==> src/rtl/bit_scan_pkg.sv <==
// bit_scan_pkg: FSM state type and default index width shared by the bit_scan_encoder files
package bit_scan_pkg;
    localparam int DEFAULT_N = 4;
    typedef enum logic {IDLE, SCAN} state_t;
endpackage

==> src/rtl/lsb_find.sv <==
// lsb_find: lowest-set-bit index and single-bit-set detect over a 2**N-bit vector
module lsb_find
    import bit_scan_pkg::*;
#(
    parameter int N = DEFAULT_N
) (
    input  logic [2**N-1:0] v,
    output logic [N-1:0]    idx,
    output logic            one
);
    always_comb begin
        idx = '0;
        for (int i = 2**N - 1; i >= 0; i--)
            if (v[i]) idx = i[N-1:0];
    end
    assign one = (v != '0) && ((v & (v - 1'b1)) == '0);
endmodule

==> src/rtl/bit_scan_encoder.sv <==
// bit_scan_encoder: captures a request vector and emits its set-bit indices lowest first
// (sticky err_zero on accepted all-zero vectors when BIT_SCAN_ZERO_ERR_EN is defined)
module bit_scan_encoder
    import bit_scan_pkg::*;
#(
    parameter int N = DEFAULT_N
) (
    input  logic           clk,
    input  logic           rst_n,
    input  logic           enable,
    input  logic           in_valid,
    output logic           in_ready,
    input  logic [2**N-1:0] a,
    output logic           out_valid,
    input  logic           out_ready,
    output logic [N-1:0]   y,
    output logic           last
`ifdef BIT_SCAN_ZERO_ERR_EN
    ,
    output logic           err_zero
`endif
);
    state_t          state;
    logic [2**N-1:0] pending;
    logic            one;
    logic            take;

    lsb_find #(.N(N)) u_find (.v(pending), .idx(y), .one(one));

    // pending is zero outside SCAN, so y and last read 0 in IDLE and reset
    assign in_ready  = rst_n && enable && state == IDLE;
    assign out_valid = state == SCAN;
    assign last      = out_valid && one;
    assign take      = in_valid && in_ready;

    always_ff @(posedge clk or negedge rst_n)
        if (!rst_n) begin
            state   <= IDLE;
            pending <= '0;
        end else if (state == IDLE) begin
            if (take && a != '0) begin
                pending <= a;
                state   <= SCAN;
            end
        end else if (out_ready) begin
            pending <= pending & (pending - 1'b1);
            if (one) state <= IDLE;
        end

`ifdef BIT_SCAN_ZERO_ERR_EN
    always_ff @(posedge clk or negedge rst_n)
        if (!rst_n) err_zero <= 1'b0;
        else if (take && a == '0) err_zero <= 1'b1;
`endif
endmodule

==> config.mk <==
export PLATFORM = sky130hd
export DESIGN_NAME = bit_scan_encoder
export DESIGN_NICKNAME = d
export VERILOG_FILES = /design/src/rtl/bit_scan_pkg.sv /design/src/rtl/lsb_find.sv /design/src/rtl/bit_scan_encoder.sv
export SDC_FILE = /design/constraint.sdc
export NUM_CORES = 1
export LEC_CHECK = 0
export BUFFER_PORTS_ARGS = -buffer_cell sky130_fd_sc_hd__buf_2
export CAP_MARGIN = 20
export CORE_MARGIN = 1
export CORE_UTILIZATION = 53
export DETAILED_ROUTE_END_ITERATION = 12
export PLACE_DENSITY_LB_ADDON = 0.05
export SYNTH_ARGS = -nofsm -noshare
export SYNTH_HDL_FRONTEND = slang
export SYNTH_HIERARCHICAL = 1
export SYNTH_SLANG_ARGS = --single-unit
==> constraint.sdc <==
create_clock -name clk -period 2.4 [get_ports clk]
set_input_delay 0 -clock clk [delete_from_list [all_inputs] [get_ports clk]]
set_output_delay 0 -clock clk [all_outputs]
set_load 0.01 [all_outputs]
==> out/qor.csv, run 1 <==
metric;value;unit
final instance area;1620;µm²
total track usage;30.8;%
Initial Util;55.9;%
Max Fclk;0.440;GHz
largest net degree at the start of global routing;19;
HP Class;in -> reg;
WP data arrival;2.27;ns
register bit total from synthesis;17;
Final Cycle Share;94.8;%
antenna-violating nets left;0;
Hold Path End;pending[1];
Combinational Power Share;61.2;%
worst path cell trace;nor2_2 -> nand2_2 -> maj3_1 -> o32ai_1 -> and4b_1 -> and2_1 -> buf_2;
VDD IR max;0.826;mV
Inst Count DP;197;
CTS sink count;17;
r2r startpoint;pending[1];
Routed Wire Length;3560;µm
register area share after synthesis;34.4;%
ys async rst share;100;%
Mapped Area;1240;µm²
Critical Path Max Stage Delay;0.53;ns
vias in the first global route;1269;
root buffer cell;clkbuf_4;
syn_nets;164;
TritonCTS Buffers;3;
TritonRoute pass-1 iters;4;
status;complete, no violations;
Tightest Pin Transition;0.464;ns
Cell variety after synth;49;
Leak;0.759;nW
hold path depth;4;
hpwl dp;2390;µm
top cells by count, synth;dfrtp_1, nor2_1, nand2_1;
final net count;213;
I/O pin count;28;
Internal Power;1.09;mW
total grt overflow;0;
DIE WIDTH;50.3;µm
Worst-Skew Late Latency;0.30;ns
number of port buffers;27;
setup_tns;0;ns
Switching Share;48.1;%
Clock power frac;7.5;%
DR vias/cell;6.34;
Worst R2R Setup Slack;0.36;ns
worst slack, placed;0.420;ns
number of flops mapped to enable cells by yosys;0;
area share of the largest cell type after synthesis;34.4;%
GPL Wtd Cong;0.800;
post-layout minimum cycle time;2.27;ns
final hold vios;0;
clk buf depth;2;
Critical Path Sink Type;output pin;
ANT cells;0;
crit path kind;reg -> out;
final setup violating endpoints;0;
total power;2.10;mW
first-pass GRT wire length;5800;µm
Area Overhead vs Synth;31.0;%
Max-Cap Viols;0;
clock-pin slew on the worst setup and hold paths;0.09;ns
Critical Path RT;2.40;ns
critical hold path startpoint;in_valid;
Die Height;50.3;µm
Clock Skew;0.00897;ns
Yosys top cell by area;dfrtp_1;
DR vias;1389;
Switch Pwr;1.01;mW
max-slew violation count;0;
DIE AREA;2530;µm²
DRT iter0 DRCs;63;
sequential share of power;31.3;%
PD cells;1300;nW/µm²
Row Count;17;
R2R Path End;out_valid;
top cells by area in the synthesized netlist;dfrtp_1, a221o_1, nor2_1;
Crit Path Max Fanout;10;
Slew headroom;68.8;%
most frequent cell after synthesis;dfrtp_1;
CTS H-tree lvls;1;
Slowest-stage cell, CP;dfrtp_1;
Post-CTS Setup Repair Bufs;0;
CTS tree;done;
Mapped Avg Cell Area;8.64;µm²
crit start category;register;
worst reg2reg path depth;7;
Post-Synthesis Cells;143;
Avg WL per Cell;16.2;µm
initial antenna violation count;0;
Post-DP Area;1410;µm²
unrepaired setup endpoints after global routing;false;
DRC;0;
layout cells sized above 1;24.1;%
final setup margin;0.125;ns
Layout Cells excl Fill;219;
Yosys Warn Count;6;
ys flop type;dfrtp_1;
core outline area;2210;µm²
-- cells in the final DEF (no fill, tap or decap), types with 2 or more instances in the layout --
cell           Yosys  layout
clkbuf_4           0       3
dfrtp_1           17      17
nor4_1             8       7
dlygate4sd3_1      0      18
buf_4              0       4
nor3_1             4       4
o21ai_0            7       7
a22o_1             4       4
or3_2              2       2
inv_1              4       4
a32oi_1            2       2
nand3_1            2       2
nand3b_1           2       2
and3_1             2       2
buf_2              3      27
a21o_1             2       2
nor2b_1            2       2
and2_1             2       2
o22ai_1            2       2
o211a_1            2       2
nor2_1            15      15
o31ai_1            3       3
nand2_1           14      14
a221o_1            8       8
a21oi_1            7       7
o21bai_1           2       2
o21ai_1            2       2
-- worst max path at each step --
stage / depth (start not counted) / start / slack, ns / end
4_1_cts: 7 / pending[2] / 0.14 / last
3_3_place_gp: 7 / pending[10] / 0.47 / out_valid
5_1_grt: 7 / pending[5] / 0.004 / last
2_1_floorplan: 7 / pending[10] / 0.57 / out_valid
3_5_place_dp: 6 / pending[2] / 0.42 / out_valid
6_report: 7 / pending[1] / 0.13 / last
-- worst max-delay path, delay by kind of cell, from the launching register on --
kind                     cells  cell delay, ns
AO/OA/AOI/OAI                1            0.14
flip-flops                   1            0.53
AND/OR/NAND/NOR              4            0.80
adder cells (fa/ha/maj)      1            0.39
buffers and inverters        1            0.13
-- metrics by stage --
step,utilization (%),hold slack [ns]
finish,73.2,0.0310
global route,73.2,0.0475
CTS,72.9,0.0207
detailed placement,63.6,-0.00522
global placement,63.6,-0.00805
floorplan,-,-0.296
-- registers in the layout, summed over array words and instances, names as in the netlist --
signal / cells
pending: 16
out_valid: 1
-- layout make-up --
cell class	instances	area, µm²
multi-input combinational	117	772
sequential	17	425
fill	167	593
inverter	4	15.0
clock buffer	4	26.3
tap	28	35.0
timing repair buffer	49	345
-- logic make-up after synthesis --
| family | after synthesis | synth area share (%) |
|---|---|---|
| compound gates | 52 | 32.5 |
| simple gates | 63 | 27.9 |
| xor+xnor | 1 | 0.709 |
| buf+inv | 9 | 3.64 |
| fa+ha+maj | 1 | 0.810 |
| flops | 17 | 34.4 |
-- layer usage --
metal	GRT usage (%)	share of wire, %	vias to the layer above
li1	-	-	659
met1	40.4	43	659
met2	51.8	49	64
met3	3.03	5.8	7
met4	12.0	1.8	0
met5	0	0	-
-- timing repair --
action                                  in CTS  in global routing
hold buffers                                18                  0
resized for setup                            0                  1
endpoints found under the hold margin       34                  0
endpoints found under the setup margin       0                  1
-- power by group through the flow --
| stage | Clock [mW] | Sequential (mW) | Combinational, mW |
|---|---|---|---|
| after floorplan | 0 | 0.590 | 0.936 |
| after global placement | 0 | 0.639 | 1.20 |
| after detailed placement | 0 | 0.653 | 1.23 |
| after CTS | 0.162 | 0.647 | 1.26 |
| after global routing | 0.172 | 0.690 | 1.39 |
| final | 0.158 | 0.657 | 1.29 |
Note: power is estimated with default switching activity, not from simulation.
==> inputs of run 2 (changes only) <==
Clock period 2.4 ns to 2.53 ns, I/O delays scaled along.
==> run 2 against run 1 <==
Net effect: clock skew grew 0.0092 ns; via count fell by 1.2%; worst setup slack improved by 0.12 ns; largest cell class unchanged; wire length shrank 0.68%; worst hold slack improved by 0.15 ns; clock power about the same; critical endpoint unchanged; combinational power decreased by 7%; global-route usage down 0.26 points.
==> out/qor.csv, run 2 (synthesized netlist as in run 1, its figures left out) <==
metric;value;unit
HP Class;in -> async;
Area Overhead vs Synth;30.0;%
crit path kind;reg -> out;
clk buf depth;2;
Slew headroom;52.2;%
worst reg2reg path depth;7;
most flop-heavy register;pending;
total grt overflow;0;
Row Count;17;
final setup violating endpoints;0;
ANT cells;0;
Avg WL per Cell;16.2;µm
CP Launch Point;pending[2];
status;complete, no violations;
antenna-violating nets left;0;
Post-CTS Setup Repair Bufs;0;
Initial Util;55.9;%
Critical Path Sink Type;output pin;
first-pass GRT wire length;5780;µm
Clock Skew;0.0182;ns
DIE WIDTH;50.3;µm
Leak;0.756;nW
max FFs per register;16;
GPL Wtd Cong;0.819;
DRT iter0 DRCs;44;
VDD IR max;0.752;mV
worst slack, placed;0.524;ns
core outline area;2210;µm²
DRC;0;
clock-pin slew on the worst setup and hold paths;0.12;ns
max-slew violation count;0;
final net count;212;
CTS sink count;17;
number of port buffers;27;
Worst-Skew Late Latency;0.31;ns
crit start category;register;
post-layout minimum cycle time;2.28;ns
vias in the first global route;1242;
PD cells;1230;nW/µm²
TritonCTS Buffers;3;
DR vias;1373;
Tightest Pin Transition;0.713;ns
post-CTS sizing;0;
largest net degree at the start of global routing;21;
root buffer cell;clkbuf_4;
final hold vios;0;
r2r startpoint;pending[10];
initial antenna violation count;0;
TritonRoute pass-1 iters;5;
Critical Path RT;2.53;ns
CTS H-tree lvls;1;
Layout Cells excl Fill;218;
Crit Path Max Fanout;9;
Inst Count DP;196;
commonest non-fill, non-tap cell in the layout;buf_2;
total track usage;30.5;%
layout cells sized above 1;23.7;%
most frequent cells in the layout;buf_2, dlygate4sd3_1, dfrtp_1;
unrepaired setup endpoints after global routing;false;
I/O pin count;28;
setup_tns;0;ns
WP data arrival;2.28;ns
DIE AREA;2530;µm²
hpwl dp;2300;µm
final setup margin;0.249;ns
Die Height;50.3;µm
Max Fclk;0.438;GHz
Final Cycle Share;90.2;%
Routed Wire Length;3530;µm
DR vias/cell;6.30;
CTS tree;done;
Max-Cap Viols;0;
==> run 2: what timing repair did <==
| item | in CTS | in global routing |
|---|---|---|
| hold buffers | 18 | 0 |
| hold endpoints to repair | 34 | 0 |
| endpoints found under the setup margin | 0 | 0 |
==> run 2: final timing paths <==
check | to | slack (ns)
setup / recovery | last | 0.25
hold / removal | pending[8] | 0.18
setup reg to reg | out_valid | 0.51
hold reg to reg | pending[7] | 0.66
max in group asynchronous | pending[4] | 2.13
min in group clk | pending[8] | 0.18
==> run 2: layout make-up <==
type / instances / area, µm²
Clock buffer: 3 / 22.5
Clock inverter: 1 / 5.00
Fill cell: 176 / 606
Inverter: 4 / 15.0
Multi-Input combinational cell: 117 / 766
Sequential cell: 17 / 425
Tap cell: 28 / 35.0
Timing Repair Buffer: 48 / 338
==> run 2: metrics by stage <==
step | area (µm²) | total power [mW] | utilization [%] | hold WS, ns
4_1_cts | 1610 | 1.95 | 72.6 | 0.185
3_3_place_gp | 1400 | 1.74 | 63.2 | -0.00835
2_1_floorplan | 1240 | 1.45 | - | -0.296
5_1_grt | 1610 | 2.12 | 72.6 | 0.228
6_report | 1610 | 1.98 | 72.6 | 0.184
3_5_place_dp | 1400 | 1.77 | 63.2 | -0.0149
==> run 2: worst max-delay path, cell delays in order, from the launching register on <==
cell and delay [ns]:
dfrtp_1 0.51, nor4_1 0.50, nand2_1 0.17, nor3_1 0.17, o22ai_1 0.11, and4b_1 0.22, and2_1 0.16, buf_2 0.13
==> run 2: metal layers <==
layer  vias up  track usage (%)  share of wire [%]
met2        65             50.7                 48
met3         7             1.82                5.3
met1       644             40.7                 45
li1        657                -                  -
met4         0             13.9                2.0
met5         -                0                  0
==> run 2: where the power goes <==
group	internal (mW)	switching, mW
clock	0.0591	0.0980
combinational	0.587	0.610
sequential	0.375	0.250
total	1.02	0.957
==> inputs of run 3 (changes only) <==
Settings changed: CTS_CLUSTER_SIZE from default to 24, REMOVE_ABC_BUFFERS from default to 1, TNS_END_PERCENT from default to 100.
==> run 3 against run 2 <==
Net effect: die area stayed put; clock skew is 0.010 ns lower; critical path depth is 1 lower; register-to-register slack worse by 0.04 ns; sequential share of layout area is 0.19 points higher; combinational power hardly changed; sequential power is 1% higher; cell count is 0.46% lower; final area is 0.70% lower; wire length is 0.23% higher; largest cell class unchanged; largest power group unchanged.
==> out/qor.csv, run 3 (synthesized netlist as in run 1, its figures left out) <==
metric;value;unit
DR vias;1430;
Crit Path Max Fanout;11;
first-pass GRT wire length;5840;µm
VDD IR max;0.756;mV
TritonCTS Buffers;3;
final instance area;1600;µm²
GPL Wtd Cong;0.825;
Critical Path RT;2.53;ns
most flop-heavy register;pending;
# hold bufs at CTS;17;
crit path kind;reg -> out;
Layout Cells excl Fill;217;
total grt overflow;0;
commonest non-fill, non-tap cell in the layout;buf_2;
final net count;211;
Worst-Skew Late Latency;0.29;ns
Max-Cap Viols;0;
Post-DP Area;1400;µm²
clock-pin slew on the worst setup and hold paths;0.11;ns
Initial Util;55.9;%
Tightest Pin Transition;0.641;ns
final setup violating endpoints;0;
max-slew violation count;0;
Row Count;17;
Routed Wire Length;3540;µm
ANT cells;0;
Area Overhead vs Synth;29.0;%
CTS H-tree lvls;1;
Final Cycle Share;91.1;%
total power;1.99;mW
root buffer cell;clkbuf_4;
post-CTS sizing;0;
number of port buffers;27;
DIE WIDTH;50.3;µm
initial antenna violation count;0;
layout cells sized above 1;23.3;%
largest net degree at the start of global routing;18;
unrepaired setup endpoints after global routing;false;
CTS sink count;17;
final setup margin;0.224;ns
total track usage;30.8;%
antenna-violating nets left;0;
final hold vios;0;
hpwl dp;2410;µm
PD cells;1240;nW/µm²
metal2 WL;1660;µm
status;complete, no violations;
WP data arrival;2.31;ns
Inst Count DP;196;
most frequent cells in the layout;buf_2, dlygate4sd3_1, dfrtp_1;
DR vias/cell;6.59;
M1 wire length;1580;µm
Clock Skew;0.00774;ns
Critical Path Sink Type;output pin;
TritonRoute pass-1 iters;5;
worst path cell trace;nor4_1 -> nand2_1 -> o32ai_1 -> and4b_1 -> and2_1 -> buf_2;
Leak;0.749;nW
max FFs per register;16;
top layer in use;met4;
DRC;0;
Avg WL per Cell;16.3;µm
Max Fclk;0.434;GHz
clk buf depth;2;
HP Class;in -> reg;
Slowest-stage cell, CP;dfrtp_1;
crit start category;register;
DIE AREA;2530;µm²
CTS tree;done;
vias in the first global route;1314;
I/O pin count;28;
fill cell count;164;
worst slack, placed;0.528;ns
Die Height;50.3;µm
Post-CTS Setup Repair Bufs;0;
post-layout minimum cycle time;2.31;ns
Critical Path Max Stage Delay;0.52;ns
Slew headroom;57.1;%
DRT iter0 DRCs;72;
core outline area;2210;µm²
WL met3;209;µm
setup_tns;0;ns
[run 3: changes by cell type in the layout (fill, tap and decap cells not counted)]
cell	before	now
clkinv_2	1	0
dlygate4sd3_1	18	17
clkbuf_1	0	1
[run 3: power breakdown]
group / total, mW / leakage [nW] / internal (mW) / switching, mW
Combinational: 1.20 / 0.513 / 0.586 / 0.615
Clock: 0.151 / 0.0150 / 0.0614 / 0.0898
Sequential: 0.633 / 0.220 / 0.375 / 0.258
Total: 1.99 / 0.749 / 1.02 / 0.963
[run 3: path summary, 6_finish.rpt]
kind	depth (start not counted)	from	slack (ns)	to
hold / removal	3	out_ready	0.008	out_valid
hold reg to reg	2	out_valid	0.64	pending[8]
setup reg to reg	6	pending[5]	0.47	out_valid
setup / recovery	6	pending[5]	0.22	last
min in group asynchronous	3	rst_n	0.25	pending[13]
max in group asynchronous	3	rst_n	2.08	pending[7]
[run 3: per-layer routing]
layer	up-vias	track usage (%)
met4	0	14.8
li1	657	-
met3	12	3.03
met5	-	0
met2	75	49.8
met1	686	41.3
[run 3: layout make-up]
type	instances	area [µm²]	share of cell area (%)
clock buffer	4	26.3	1.65
sequential	17	425	26.7
timing repair buffer	47	328	20.5
multi-input combinational	117	766	48.0
inverter	4	15.0	0.941
tap	28	35.0	2.20
[run 3: per-stage QoR]
stage / hold slack (ns) / util (%)
global route: 0.0250 / 72.1
detailed placement: -0.00424 / 63.2
global placement: -0.0130 / 63.2
floorplan: -0.296 / -
finish: 0.00812 / 72.1
CTS: 0.0108 / 72.1
[run 3: critical path: cells and delay by family, from the launching register on]
family / cells / cell delay [ns]
buffers and inverters: 1 / 0.13
AOI/OAI and AO/OA: 1 / 0.26
and+or+nand+nor: 4 / 1.10
DFF: 1 / 0.52
